## config.mk

```make
export PLATFORM = sky130hd
export DESIGN_NAME = trp_unit_nxn
export DESIGN_NICKNAME = d
export VERILOG_FILES = /design/src/rtl/trp_pkg.sv /design/src/rtl/trp_reduce_acc.sv /design/src/rtl/trp_unit_nxn.sv
export SDC_FILE = /design/constraint.sdc
export NUM_CORES = 1
export LEC_CHECK = 0
export CAP_MARGIN = 20
export CORE_UTILIZATION = 60
export DETAILED_ROUTE_END_ITERATION = 12
export DONT_BUFFER_PORTS = 1
export PLACE_DENSITY = 0.79
export SETUP_SLACK_MARGIN = 0.02
export SLEW_MARGIN = 20
export SYNTH_ARGS = -nofsm -noshare
export SYNTH_HDL_FRONTEND = slang
export SYNTH_HIERARCHICAL = 1
export SYNTH_SLANG_ARGS = --single-unit
```

## constraint.sdc

```tcl
create_clock -name clk -period 4.5 [get_ports clk]
set_input_delay 0.675 -clock clk [delete_from_list [all_inputs] [get_ports clk]]
set_output_delay 0.675 -clock clk [all_outputs]
set_load 0.03 [all_outputs]
```

## src/rtl/trp_pkg.sv

```systemverilog
`default_nettype none
// ============================================================================
// Module   : trp_pkg
// Brief    : Mode and FSM state encodings shared by the transpose/reduce unit.
// Revision : 1.0 - initial release
// ============================================================================
package trp_pkg;

  typedef enum logic [1:0] {
    TRP_ADD       = 2'b00,
    TRP_MAX       = 2'b01,
    TRP_MIN       = 2'b10,
    TRP_TRANSPOSE = 2'b11
  } trp_mode_e;

  typedef enum logic [1:0] {
    IDLE  = 2'b00,
    LOAD  = 2'b01,
    DRAIN = 2'b10
  } trp_state_e;

endpackage
`default_nettype wire

```

## src/rtl/trp_reduce_acc.sv

```systemverilog
`default_nettype none
// ============================================================================
// Module   : trp_reduce_acc
// Brief    : Combinational fold of accumulator and new element (add/max/min).
//            TRP_SIGNED_EN selects signed compare and saturating add.
// Revision : 1.0 - initial release
// ============================================================================
module trp_reduce_acc
  import trp_pkg::*;
#(
  parameter int DATA_WIDTH = 8
) (
  input  trp_mode_e              mode,
  input  logic [DATA_WIDTH-1:0]  acc,
  input  logic [DATA_WIDTH-1:0]  elem,
  output logic [DATA_WIDTH-1:0]  res
);

  logic [DATA_WIDTH-1:0] sum_res;
  logic                  elem_gt;
  logic                  elem_lt;

`ifdef TRP_SIGNED_EN
  localparam logic [DATA_WIDTH-1:0] SAT_MAX = {1'b0, {(DATA_WIDTH-1){1'b1}}};
  localparam logic [DATA_WIDTH-1:0] SAT_MIN = {1'b1, {(DATA_WIDTH-1){1'b0}}};

  logic [DATA_WIDTH:0] sum_ext;

  // One extra sign bit: overflow shows up as the top two bits disagreeing.
  always_comb begin
    sum_ext = {acc[DATA_WIDTH-1], acc} + {elem[DATA_WIDTH-1], elem};
    if (sum_ext[DATA_WIDTH] != sum_ext[DATA_WIDTH-1]) begin
      sum_res = sum_ext[DATA_WIDTH] ? SAT_MIN : SAT_MAX;
    end else begin
      sum_res = sum_ext[DATA_WIDTH-1:0];
    end
    elem_gt = $signed(elem) > $signed(acc);
    elem_lt = $signed(elem) < $signed(acc);
  end
`else
  always_comb begin
    sum_res = acc + elem;
    elem_gt = elem > acc;
    elem_lt = elem < acc;
  end
`endif

  // Strict compares so ties keep the existing accumulator value.
  always_comb begin
    res = acc;
    case (mode)
      TRP_ADD: res = sum_res;
      TRP_MAX: if (elem_gt) res = elem;
      TRP_MIN: if (elem_lt) res = elem;
      default: res = acc;
    endcase
  end

endmodule
`default_nettype wire

```

## src/rtl/trp_unit_nxn.sv

```systemverilog
`default_nettype none
// ============================================================================
// Module   : trp_unit_nxn
// Brief    : N x N tile transpose or N-element add/max/min reduction with
//            valid/ready handshakes and synchronous abort.
//            Optional macro TRP_SIGNED_EN: signed compare, saturating add.
// Revision : 1.0 - initial release
// ============================================================================
module trp_unit_nxn
  import trp_pkg::*;
#(
  parameter  int DATA_WIDTH = 8,
  parameter  int N          = 4,
  localparam int CNT_W      = $clog2(N*N)
) (
  input  logic                  clk,
  input  logic                  resetn,
  input  logic                  en,
  input  logic [DATA_WIDTH-1:0] a,
  input  logic [1:0]            mode,
  output logic                  in_ready,
  input  logic                  abort,
  input  logic                  read,
  output logic                  valid,
  output logic [DATA_WIDTH-1:0] out,
  output logic                  busy
);

  localparam int RC_W = $clog2(N);

  trp_state_e            state_q, state_d;
  trp_mode_e             mode_q, mode_d;
  logic [CNT_W-1:0]      cnt_q, cnt_d;
  logic [RC_W-1:0]       row_q, row_d;
  logic [RC_W-1:0]       col_q, col_d;
  logic [DATA_WIDTH-1:0] acc_q, acc_d;
  logic                  valid_q, valid_d;
  logic [DATA_WIDTH-1:0] out_q, out_d;

  logic [DATA_WIDTH-1:0] tile_q [N*N];
  logic                  tile_we;
  logic [CNT_W-1:0]      tile_waddr;

  logic                  accept;
  logic                  is_trp;
  logic                  load_last;
  logic                  xfer;
  logic                  drain_last;
  logic [RC_W-1:0]       next_row;
  logic [RC_W-1:0]       next_col;
  logic [CNT_W-1:0]      rd_idx;
  logic [DATA_WIDTH-1:0] acc_next;

  trp_reduce_acc #(
    .DATA_WIDTH (DATA_WIDTH)
  ) u_reduce_acc (
    .mode (mode_q),
    .acc  (acc_q),
    .elem (a),
    .res  (acc_next)
  );

  always_comb begin
    accept     = en && in_ready;
    is_trp     = (mode_q == TRP_TRANSPOSE);
    load_last  = (state_q == LOAD) && accept &&
                 (is_trp ? (cnt_q == CNT_W'(N*N-1)) : (cnt_q == CNT_W'(N-1)));
    xfer       = (state_q == DRAIN) && read && valid_q;
    drain_last = is_trp ? ((row_q == RC_W'(N-1)) && (col_q == RC_W'(N-1))) : 1'b1;
    // Drain walks column-major: row is the fast index.
    next_row   = (row_q == RC_W'(N-1)) ? '0 : row_q + 1'b1;
    next_col   = (row_q == RC_W'(N-1)) ? col_q + 1'b1 : col_q;
    rd_idx     = CNT_W'(int'(next_row) * N + int'(next_col));
    tile_we    = accept && !abort;
    tile_waddr = (state_q == IDLE) ? '0 : cnt_q;
  end

  always_ff @(posedge clk or negedge resetn) begin
    if (!resetn) begin
      state_q <= IDLE;
    end else begin
      state_q <= state_d;
    end
  end

  always_comb begin
    state_d = state_q;
    if (abort) begin
      state_d = IDLE;
    end else begin
      case (state_q)
        IDLE:    if (accept) state_d = LOAD;
        LOAD:    if (load_last) state_d = DRAIN;
        DRAIN:   if (xfer && drain_last) state_d = IDLE;
        default: state_d = IDLE;
      endcase
    end
  end

  always_comb begin
    in_ready = (state_q != DRAIN);
    busy     = (state_q != IDLE);
    valid    = valid_q;
    out      = out_q;
  end

  always_comb begin
    mode_d  = mode_q;
    cnt_d   = cnt_q;
    row_d   = row_q;
    col_d   = col_q;
    acc_d   = acc_q;
    valid_d = valid_q;
    out_d   = out_q;
    if (abort) begin
      cnt_d   = '0;
      row_d   = '0;
      col_d   = '0;
      acc_d   = '0;
      valid_d = 1'b0;
      out_d   = '0;
    end else begin
      case (state_q)
        IDLE: begin
          if (accept) begin
            mode_d = trp_mode_e'(mode);
            acc_d  = a;
            cnt_d  = CNT_W'(1);
          end
        end
        LOAD: begin
          if (accept) begin
            acc_d = acc_next;
            if (load_last) begin
              cnt_d   = '0;
              valid_d = 1'b1;
              out_d   = is_trp ? tile_q[0] : acc_next;
            end else begin
              cnt_d = cnt_q + 1'b1;
            end
          end
        end
        DRAIN: begin
          if (xfer) begin
            if (drain_last) begin
              row_d   = '0;
              col_d   = '0;
              acc_d   = '0;
              valid_d = 1'b0;
              out_d   = '0;
            end else begin
              row_d = next_row;
              col_d = next_col;
              out_d = tile_q[rd_idx];
            end
          end
        end
        default: begin
          valid_d = 1'b0;
          out_d   = '0;
        end
      endcase
    end
  end

  always_ff @(posedge clk or negedge resetn) begin
    if (!resetn) begin
      mode_q  <= TRP_ADD;
      cnt_q   <= '0;
      row_q   <= '0;
      col_q   <= '0;
      acc_q   <= '0;
      valid_q <= 1'b0;
      out_q   <= '0;
    end else begin
      mode_q  <= mode_d;
      cnt_q   <= cnt_d;
      row_q   <= row_d;
      col_q   <= col_d;
      acc_q   <= acc_d;
      valid_q <= valid_d;
      out_q   <= out_d;
    end
  end

  // Tile storage carries no reset; it is always fully rewritten before a drain.
  always_ff @(posedge clk) begin
    if (tile_we) begin
      tile_q[tile_waddr] <= a;
    end
  end

endmodule
`default_nettype wire

```

# --- Word level (Yosys, flattened, before mapping) ---
# Memory sizes are Yosys's and may differ from the RTL's.
# Cells that the tools add are included.
totals:
  ff_bits: 29
  latch_bits: 0
  ram_bits: 128
  rom_bits: 0
  out_inout_bits: 11
  word_cells: 104
  n_memories: 1
op_classes:
  add_sub_neg: 5
  multipliers: 0
  div: 0
  n_lt_le_gt_ge: 2
  eq_ne: 17
  n_shift: 0
  mux: 47
  bitwise_logic: 1
  n_reduce_logical: 23
memory_table:
  columns: ["name", "depth", "word_bits", "read_ports", "rd_ports_with_merged_regs", "write_ports", "line_no", "rtl"]
  rows:
  - ["tile_q", 16, 8, 2, 0, 1, "trp_unit_nxn.sv:40", "logic [DATA_WIDTH-1:0] tile_q [N*N];"]
ops:
  columns: ["op", "n"]
  rows:
  - ["two-way mux 8 bit", 13]
  - ["one-hot mux 8 bit (3 select lines)", 3]
  - ["two-way mux 2 bit", 14]
  - ["two-way mux 4 bit", 5]
  - ["!= test 3 bit, second input constant", 5]
  - ["equality test 2 bit, second input constant", 5]
  - ["AND reduction 5 bit", 2]
  - ["two-way mux 1 bit", 9]
  - ["AND reduction 3 bit", 3]
  - ["adder 8 bit", 1]
  - ["> comparator 8 bit", 1]
  - ["logical AND 1 bit", 8]
  - ["< comparator 8 bit", 1]
  - ["one-hot mux 4 bit (2 select lines)", 1]
  - ["one-hot mux 2 bit (3 select lines)", 1]
  - ["nonzero test 2 bit", 3]
  - ["adder 2 x 1 -> 2 bit, second input constant", 2]
  - ["adder 4 x 1 -> 4 bit, second input constant", 1]
  - ["adder 4 x 2 -> 4 bit", 1]
  - ["equality test 2 x 1 -> 1 bit, second input constant", 2]
  - ["equality test 4 x 2 -> 1 bit, second input constant", 1]
  - ["equality test 4 bit, second input constant", 1]
  - ["logical NOT 2 bit", 2]
  - ["!= test 2 bit, second input constant", 2]
  - ["other kinds (8)", 8]

# --- Logic depth before layout (Yosys ltp) ---
# Gate-level depths: netlist of the first run.
depth:
  depth_word: 8
  depth_mapped: 13
  ltp_nobuf: 13

# --- Hierarchy ---
# The synthesis of the first run kept the hierarchy.
modules_own_cells:
  columns: ["module", "n_inst", "cells_each", "area_each_um2", "seq_area_each_um2"]
  rows:
  - ["trp_unit_nxn", 1, 533, 6827.8, 4569.4]
  - ["trp_reduce_acc", 1, 112, 847.1, 0.0]

# --- Worst setup path after synthesis of the first run ---
# OpenSTA, ideal clock, no wires.
synth_path:
  path_kind: "in2reg"
  from: "in a[0]"
  to: "reg out_q[6], in the netlist out[6]"
  setup_ps: 129
  t_arrival_ps: 2652
  required_ps: 4371
  setup_slack_ps: 1719
  path_stages: 13
  n_path_buf: 0
  path_cell_list: "ha_1 -> inv_1 -> fa_1 -> o21bai_1 -> a21oi_1 -> o311ai_0 -> xor2_1 -> nor3_1 -> a221o_1 -> nand2_1 -> a21oi_1 -> mux2i_1 -> nand3_1"
synth_between:
  elab_chain_cells: 8
synth_rtl:
  columns: ["item", "line_no", "rtl"]
  rows:
  - ["from (decl)", "trp_unit_nxn.sv:19", "input logic [DATA_WIDTH-1:0] a,"]
  - ["< comparator 8 bit or > comparator 8 bit (tied branches)", "trp_reduce_acc.sv:44, trp_reduce_acc.sv:43", null]
  - ["two-way mux 8 bit, on equally long branches", "trp_reduce_acc.sv:54, trp_reduce_acc.sv:53", null]
  - ["one-hot mux 8 bit (3 select lines) *", "trp_reduce_acc.sv:51", "case (mode)"]
  - ["named net acc_next[6]", "trp_unit_nxn.sv:52", "logic [DATA_WIDTH-1:0] acc_next;"]
  - ["two-way mux 8 bit *", "trp_unit_nxn.sv:137", "out_d = is_trp ? tile_q[0] : acc_next;"]
  - ["two-way mux 8 bit *", "trp_unit_nxn.sv:134", "if (load_last) begin"]
  - ["two-way mux 8 bit *", "trp_unit_nxn.sv:132", "if (accept) begin"]
  - ["one-hot mux 8 bit (3 select lines) *", "trp_unit_nxn.sv:123", "case (state_q)"]
  - ["two-way mux 8 bit *", "trp_unit_nxn.sv:115", "if (abort) begin"]
  - ["to (signal assigned)", "trp_unit_nxn.sv:182", "out_q <= out_d;"]
  - ["to (decl)", "trp_unit_nxn.sv:38", "logic [DATA_WIDTH-1:0] out_q, out_d;"]
# The timed path passes the listed nets; every way through them passes the cells marked *. The select of a mux whose other input is x is not followed.
# A chain may end at the register's enable or synchronous reset.

# --- Worst setup path after layout of the first run ---
layout_path:
  from: "reg row_q[0]"
  to: "reg out_q[4], in the netlist out[4]"
layout_between:
  elab_chain_cells: 8
layout_rtl:
  columns: ["item", "line_no", "rtl"]
  rows:
  - ["from (decl)", "trp_unit_nxn.sv:34", "logic [RC_W-1:0] row_q, row_d;"]
  - ["from (signal assigned)", "trp_unit_nxn.sv:178", "row_q <= row_d;"]
  - ["adder 2 x 1 -> 2 bit or equality test 2 bit (tied branches)", "trp_unit_nxn.sv:71, trp_unit_nxn.sv:69, trp_unit_nxn.sv:72", null]
  - ["two-way mux 2 bit, on equally long branches", "trp_unit_nxn.sv:71, trp_unit_nxn.sv:72", null]
  - ["adder 4 x 2 -> 4 bit", "trp_unit_nxn.sv:73", "rd_idx = CNT_W'(int'(next_row) * N + int'(next_col));"]
  - ["memory read (16 x 8 bit)", null, null]
  - ["two-way mux 8 bit *", "trp_unit_nxn.sv:145", "if (drain_last) begin"]
  - ["two-way mux 8 bit *", "trp_unit_nxn.sv:144", "if (xfer) begin"]
  - ["one-hot mux 8 bit (3 select lines) *", "trp_unit_nxn.sv:123", null]
  - ["two-way mux 8 bit *", "trp_unit_nxn.sv:115", null]
# Mark *: on every way between the ends. The rest lies on a longest branch, timed or not. The select of a mux whose other input is x is not followed.

==> flow_summary.toml, run 1 <==
[outcome]
status = "finished clean"

[drt]
vias_per_cell = 6.69
routedWlPerCell_um = 23.3
vias = 5472
dr.pass1.iters = 5
antenna_left = 0
wl_um = 19100
drc = 0
drtIter0Drc = 631

[setup_path]
cp.required_ps = 4800
critPathMaxStageDelay_ps = 850
slowest_stage = "mux2_4"
r2r_end = "out[4]$_DFFE_PN0P_"
startpoint = "row_q[0]$_DFFE_PN0P_"
r2r_start = "row_q[0]$_DFFE_PN0P_"
cp_num_cells = 7
rrSetupSlack_ps = 1220
startpoint_type = "flop"
cp-endpoint = "out[4]$_DFFE_PN0P_"
worstPathArrival_ps = 3590
crit_type = "reg -> reg"
crit_chain = "ha_1, mux2_4, mux2i_1, a32oi_1, and3_1, a31o_1, a221o_1"
crit_family = "multiplexers"
worstPathMaxFanout = 65
cp-end-kind = "flop"
r2r_cells = 7
crit_buf_inv = 0

[sta]
setup-violations-final = 0
finClkSkew_ps = 7.80
post-route-min-period_ps = 3280
finalMaxSlewViolations = 0
rsz0062_at_grt = "false"
tightest_slew_ps = 1070
worst_slack_ps = 1220
clock.fmax_mhz = 305
slew_headroom_pct = 27.4
finalSetupTns_ps = 0
finalHoldViolCount = 0
finalCritPeriodShare_pct = 73.0

[global_route]
grt_pass1_vias = 5369
grt_overflow = 0
grt_start_max_net_pins = 66
grt_usage_pct = 31.1
antenna_found_initial = 0
grt_pass1_wl_um = 29600

[finish]
stdcell_count = 818
antenna_cells = 0
fin_util_pct = 67.8
layout-drive-gt1-share_pct = 6.92
syn_to_final_growth_pct = 8.36
nets = 676

[power]
power_density_mw_per_mm2 = 490
leakage_uw = 0.00291
power.total_uw = 4080
ir_drop_mv = 0.457

[yosys]
synth-seq-cells = 157
synth_area_leaders = "edfxtp_1 (50%), dfrtp_1 (9.5%), nand2_1 (5.6%)"
syn_avg_cell_area_um2 = 11.9
synthFlopType = "edfxtp_1"
ys_warn_count = 6
netlist_area_mm2 = 0.00767
yosysSeqAreaShare_pct = 59.5
synth_most_common_cell = "edfxtp_1"
synth_cells = 645
synth_top_cell_by_area = "edfxtp_1"
yosysUniqueCellTypes = 66
syn-num-nets = 683
async_flop_share_pct = 18.5
synthTopCellsByCount = "edfxtp_1 (128), nand2_1 (115), mux2i_1 (36)"
synth_edf_count = 128
synth_top_area_share_pct = 50.1

[cts]
cts-root-buf = "clkbuf_16"
cts_resized = 0
htree_levels = 4
clkSlewWorstSetupHoldPaths_ps = 60
clockBufferDepth = 2
clk_latency_ps = 430
cts_tree = "yes"
cts_sinks = 157
cts_buffers = 17
post_cts_buffers = 0

[floorplanning]
dieArea_mm2 = 0.0132
ios = 26
placement_rows = 40
die_y_um = 115
start_util_pct = 62.6
die_w_um = 115
core-area_mm2 = 0.0123

[place]
hpwl_um = 12200
io_buffer_count = 0
dpl.cell_count = 786
place_congestion = 0.890
place_ws_ps = 1310

[run]
max_cap_viol_count = 0

[hold_path]
hold_path_class = "in -> async"
layer usage:
layer	GRT usage, %	up-vias	wire [µm]
li1	-	2407	-
met2	50.1	315	9300
met4	14.7	0	618
met3	7.27	55	1640
met1	40.2	2695	7510
met5	0	-	0
flip-flops by register name, summed over array words and instances (netlist names):
signal   cells
tile_q     128
acc_q        8
out          8
cnt_q        4
col_q        2
mode_q       2
row_q        2
state_q      2
valid        1
stage by stage:
step                      area, µm²  hold slack [ps]
after global placement         7730              380
after floorplan                7670              379
after detailed placement       7730              380
after global routing           8320             75.3
after CTS                      8320             68.7
final                          8320             76.2
placed cells by master (no fill, tap or decap), types with 14 or more instances in the layout:
cell type / count
a21oi_1: 32
a31oi_1: 18
a32oi_1: 14
clkbuf_16: 17
dfrtp_1: 29
edfxtp_1: 128
ha_1: 22
inv_1: 19
mux2i_1: 35
nand2_1: 115
nand3_1: 24
nor2_1: 33
cells by family (layout without fill, tap and decap cells):
| family | after synthesis | in the layout | synth area share, % |
|---|---|---|---|
| flip-flops | 157 | 157 | 59.5 |
| XOR/XNOR | 6 | 6 | 0.685 |
| buffers and inverters | 51 | 56 | 3.52 |
| AND/OR/NAND/NOR | 233 | 233 | 14.2 |
| adder cells (fa/ha/maj) | 23 | 23 | 3.85 |
| multiplexers | 39 | 39 | 5.18 |
| AO/OA/AOI/OAI | 136 | 136 | 13.1 |
worst min path at each step:
stage               startpoint                   end  slack (ps)
floorplan               resetn  acc_q[0]$_DFFE_PN0P_         380
global placement        resetn  col_q[0]$_DFFE_PN0P_         380
detailed placement      resetn    out[7]$_DFFE_PN0P_         380
CTS                     resetn    out[7]$_DFFE_PN0P_          70
global route            resetn    out[7]$_DFFE_PN0P_          80
finish                  resetn    out[7]$_DFFE_PN0P_          80
layout make-up:
cell class,instances,area [µm²]
Fill cell,868,3950
Clock inverter,9,120
Tap cell,168,210
Sequential cell,157,4570
Inverter,20,75.1
Clock buffer,22,444
Multi-Input combinational cell,437,2850
Timing Repair Buffer,5,50.0
what timing repair did:
item / CTS / global route
endpoints found under the hold margin: 29 / 0
hold buffers: 1 / 0
endpoints found under the setup margin: 0 / 0
power by group:
part	switching (µW)	internal, µW
Combinational	551	355
Sequential	124	1640
Clock	552	862
Total	1230	2850
No activity file was read; power rests on OpenSTA's default activity.
==> run 2, diff against run 1 <==
--- a/config.mk
+++ b/config.mk
@@ -6,7 +6,7 @@
 export NUM_CORES = 1
 export LEC_CHECK = 0
 export CAP_MARGIN = 20
-export CORE_UTILIZATION = 60
+export CORE_UTILIZATION = 58
 export DETAILED_ROUTE_END_ITERATION = 12
 export DONT_BUFFER_PORTS = 1
 export PLACE_DENSITY = 0.79
==> constraint.sdc (replaced) <==
create_clock -name clk -period 2.9 [get_ports clk]
set_input_delay 0.435 -clock clk [delete_from_list [all_inputs] [get_ports clk]]
set_output_delay 0.435 -clock clk [all_outputs]
set_load 0.03 [all_outputs]
==> run 2 against run 1 <==
Net effect: final area up 3.2%; maximum frequency up 21%; routed wire length up 2.5%; setup slack worse by 1000 ps; hold slack worse by 5.3 ps; non-clock buffer count up 30; core utilization down 0.65 points; die area up 3.4%.
==> flow_summary.toml, run 2 (same netlist as run 1, synthesis figures left out) <==
[outcome]
status = "finished clean"

[hold_path]
hold_path_class = "in -> reg"

[floorplanning]
ios = 26
core-area_mm2 = 0.0128
placement_rows = 41
start_util_pct = 60.1
die_w_um = 117
dieArea_mm2 = 0.0137
die_y_um = 117

[sta]
rsz0062_at_grt = "false"
finalCritPeriodShare_pct = 93.9
finalMaxSlewViolations = 0
tightest_slew_ps = 665
slew_headroom_pct = 55.5
finalSetupTns_ps = 0
setup-violations-final = 0
finalHoldViolCount = 0
post-route-min-period_ps = 2720
clock.fmax_mhz = 367
worst_slack_ps = 176
finClkSkew_ps = 7.68

[setup_path]
worstPathMaxFanout = 4
slowest_stage = "dfrtp_1"
crit_chain = "inv_1, ha_1, nor2b_1, o211ai_2, a21o_4, a211oi_4, o22ai_2, a211o_1, mux2i_1, nor3_1, a221o_1"
critPathMaxStageDelay_ps = 380
cp-end-kind = "flop"
cp.required_ps = 3200
worstPathArrival_ps = 3030
crit_type = "reg -> reg"
startpoint_type = "flop"

[drt]
vias_per_cell = 6.64
vias = 5662
routedWlPerCell_um = 22.9
wl_um = 19600
dr.pass1.iters = 5
drc = 0
drtIter0Drc = 633
antenna_left = 0

[finish]
fill_cells = 851
seqCellArea_mm2 = 0.00457
largest_register_ff_count = 128
final_common_cell = "edfxtp_1"
syn_to_final_growth_pct = 11.8
regMostFlops = "tile_q"
fin_util_pct = 67.2
nets = 706
multi_input_area_mm2 = 0.00286
layout_common_cells = "edfxtp_1 (128), nand2_1 (115), mux2i_1 (35)"
layout-drive-gt1-share_pct = 12.2
antenna_cells = 0

[cts]
cts_sinks = 157
cts_buffers = 17
clockBufferDepth = 2
cts_tree = "yes"
cts-root-buf = "clkbuf_16"
htree_levels = 4
clk_latency_ps = 420
clkSlewWorstSetupHoldPaths_ps = 60

[run]
max_cap_viol_count = 0

[global_route]
antenna_found_initial = 0
grt_pass1_vias = 5351
grt_usage_pct = 30.1
grt_start_max_net_pins = 45
grt_pass1_wl_um = 29300
grt_overflow = 0

[place]
place_ws_ps = 154
place_congestion = 0.890
hpwl_um = 12700
io_buffer_count = 0

[power]
leakage_uw = 0.00307
ir_drop_mv = 0.577
power.total_uw = 6370
power_density_mw_per_mm2 = 742
-- run 2: cell count changes in the layout (fill, tap and decap cells not counted), moves of 2 or more --
cell and delta:
buf_4 +28, clkinvlp_4 +5, clkbuf_1 -3, clkinv_1 -2
inv_6 +2
-- run 2: area by class of cell --
cell class | count | area share, %
clock buffers | 19 | 5.05
clock inverters | 13 | 1.65
inverters | 20 | 0.875
multi-input cells | 437 | 33.3
flip-flops and latches | 157 | 53.3
well taps | 172 | 2.51
repair buffers | 35 | 3.38
-- run 2: critical path, delay by kind of cell, from the launching register on --
family / cells / cell delay (ps)
buffers and inverters: 1 / 110
adders and majority gates: 1 / 320
DFF: 1 / 380
muxes: 1 / 140
AOI/OAI and AO/OA: 6 / 1410
and+or+nand+nor: 2 / 230
-- run 2: through the flow --
stage	hold WS, ps	cell area (µm²)	std cells
after floorplan	139	7670	645
after global routing	64.5	8580	853
after detailed placement	140	7960	818
after global placement	140	7960	818
final	70.9	8580	853
after CTS	68.3	8560	852
-- run 2: power by group --
part | internal, µW | switching (µW) | leakage [µW]
Combinational | 606 | 899 | 0.00126
Sequential | 2540 | 154 | 0.00154
Clock | 1270 | 901 | 0.000264
Total | 4410 | 1950 | 0.00307
-- run 2: final timing paths --
| check | cells after the start | to | startpoint | slack (ps) |
|---|---|---|---|---|
| min in group asynchronous | 2 | state_q[0]$_DFFE_PN0P_ | resetn | 450 |
| worst min-delay path | 1 | row_q[1]$_DFFE_PN0P_ | abort | 70 |
| worst max register to register | 11 | out[7]$_DFFE_PN0P_ | acc_q[1]$_DFFE_PN0P_ | 180 |
| worst min register to register | 2 | acc_q[7]$_DFFE_PN0P_ | acc_q[7]$_DFFE_PN0P_ | 520 |
| worst max-delay path | 11 | out[7]$_DFFE_PN0P_ | acc_q[1]$_DFFE_PN0P_ | 180 |
| max in group asynchronous | 2 | acc_q[2]$_DFFE_PN0P_ | resetn | 2280 |
-- run 2: routing by layer --
metal,global-route usage [%],vias up,routed length (µm)
met3,7.11,68,1910
met1,38.5,2764,7310
met5,0,-,0
li1,-,2462,-
met4,14.8,0,850
met2,48.6,368,9490
-- run 2: repair_timing --
action	in CTS	in global routing
endpoints found under the setup margin	0	3
resized for setup	0	4
endpoints found under the hold margin	29	0
hold buffers	2	0
buffers inserted	0	1
==> run 3, diff against run 2 <==
--- a/config.mk
+++ b/config.mk
@@ -6,10 +6,10 @@
 export NUM_CORES = 1
 export LEC_CHECK = 0
 export CAP_MARGIN = 20
-export CORE_UTILIZATION = 58
+export CORE_UTILIZATION = 40
 export DETAILED_ROUTE_END_ITERATION = 12
 export DONT_BUFFER_PORTS = 1
-export PLACE_DENSITY = 0.79
+export PLACE_DENSITY = 0.59
 export SETUP_SLACK_MARGIN = 0.02
 export SLEW_MARGIN = 20
 export SYNTH_ARGS = -nofsm -noshare
==> run 3 against run 2 <==
Net effect: maximum frequency shrank 0.64%; setup slack got worse by 17 ps; register-to-register slack worse by 20 ps; flip-flop and latch count unchanged; clock power fell by 8%; clock-buffer cell count unchanged; critical endpoint unchanged; largest power group unchanged; highest routed layer unchanged.
==> flow_summary.toml, run 3 (same netlist as run 1, synthesis figures left out) <==
[cts]
cts-root-buf = "clkbuf_16"
clk_latency_ps = 420
cts_sinks = 157
cts_buffers = 17
htree_levels = 4
cts_tree = "yes"
clockBufferDepth = 2
clkSlewWorstSetupHoldPaths_ps = 60

[floorplanning]
die_y_um = 141
dieArea_mm2 = 0.0197
ios = 26
core-area_mm2 = 0.0188
placement_rows = 50
start_util_pct = 40.9
die_w_um = 141

[power]
leakage_uw = 0.00306
ir_drop_mv = 0.540
power_density_mw_per_mm2 = 722

[global_route]
grt_pass1_wl_um = 31700
antenna_found_initial = 0
grt_usage_pct = 21.7
grt_overflow = 0
grt_start_max_net_pins = 45
grt_pass1_vias = 5343

[hold_path]
hold_path_class = "in -> reg"
hold_depth = 1
min_from = "abort"
min_to = "valid$_DFFE_PN0P_"

[setup_path]
worstPathArrival_ps = 3050
crit_type = "reg -> reg"
slowest_stage = "dfrtp_1"
crit_family = "compound AO/OA/AOI/OAI gates"
cp_num_cells = 10
r2r_start = "acc_q[5]$_DFFE_PN0P_"
critPathMaxStageDelay_ps = 430
startpoint_type = "flop"
r2r_cells = 10
cp-end-kind = "flop"
worstPathMaxFanout = 6
r2r_end = "out[7]$_DFFE_PN0P_"
rrSetupSlack_ps = 160
crit_buf_inv = 1
cp.required_ps = 3200
crit_chain = "inv_1, ha_1, nand4_2, a21o_4, a211oi_4, o22ai_2, a211o_1, mux2i_1, nor3_1, a221o_1"

[sta]
finalCritPeriodShare_pct = 94.6
finalHoldViolCount = 0
clock.fmax_mhz = 365
setup-violations-final = 0
worst_slack_ps = 158
finClkSkew_ps = 5.90
slew_headroom_pct = 56.1
finalSetupTns_ps = 0
whs_ps = 71.2
tightest_slew_ps = 655
finalMaxSlewViolations = 0
rsz0062_at_grt = "false"
post-route-min-period_ps = 2740

[place]
io_buffer_count = 0
hpwl_um = 13400
place_congestion = 0.856
place_ws_ps = 94.9

[finish]
syn_to_final_growth_pct = 12.3
fill_cells = 1717
seqCellArea_mm2 = 0.00457
layout-drive-gt1-share_pct = 12.3
nets = 706
antenna_cells = 0
multi_input_area_mm2 = 0.00287
regMostFlops = "tile_q"
layout_common_cells = "edfxtp_1 (128), nand2_1 (115), mux2i_1 (35)"
final_common_cell = "edfxtp_1"
largest_register_ff_count = 128

[drt]
drc = 0
antenna_left = 0
dr.pass1.iters = 5
drtIter0Drc = 547
routedWlPerCell_um = 22.1
wl_um = 20200
vias = 5422
vias_per_cell = 5.93

[run]
max_cap_viol_count = 0

[outcome]
status = "finished clean"
-- run 3: per-layer routing --
metal	GRT usage, %	wire length (µm)
met2	36.1	9790
met5	0	0
met1	28.2	8770
met3	4.79	1350
met4	6.98	304
-- run 3: power breakdown --
part,internal [µW],total [µW],switching (µW)
clock,1090,2000,910
combinational,603,1520,922
sequential,2540,2690,152
-- run 3: per-stage QoR --
stage | total power (µW) | instances | util, % | area, µm²
2_1_floorplan | 3810 | 645 | - | 7670
3_3_place_gp | 4150 | 881 | 42.9 | 8050
3_5_place_dp | 4190 | 881 | 42.9 | 8050
4_1_cts | 6190 | 915 | 45.8 | 8600
5_1_grt | 6480 | 915 | 45.9 | 8620
6_report | 6220 | 915 | 45.9 | 8620
-- run 3: cell type report --
cell class,count,area share (%)
Timing Repair Buffer,35,3.37
Sequential cell,157,53.0
Tap cell,234,3.40
Clock inverter,13,1.02
Inverter,20,0.871
Clock buffer,19,5.02
Multi-Input combinational cell,437,33.3
-- run 3: what timing repair did --
action	in CTS	in global routing
hold buffers	2	0
hold endpoints to repair	29	0
setup endpoints to repair	0	9
buffers inserted	0	0
resized for setup	0	5
-- run 3: worst max-delay path by stage --
stage / startpoint / endpoint / slack, ps
after floorplan: a[0] / out[6]$_DFFE_PN0P_ / 360
after global placement: a[0] / out[6]$_DFFE_PN0P_ / 150
after detailed placement: a[0] / out[6]$_DFFE_PN0P_ / 90
after CTS: acc_q[1]$_DFFE_PN0P_ / out[7]$_DFFE_PN0P_ / 80
after global routing: acc_q[1]$_DFFE_PN0P_ / out[7]$_DFFE_PN0P_ / 20
final: acc_q[5]$_DFFE_PN0P_ / out[7]$_DFFE_PN0P_ / 160
-- run 3: worst register-to-register path, stage by stage (launching register included) --
cell	delay, ps
dfrtp_1	430
inv_1	70
ha_1	410
nand4_2	200
a21o_4	260
a211oi_4	300
o22ai_2	140
a211o_1	340
mux2i_1	160
nor3_1	60
a221o_1	270
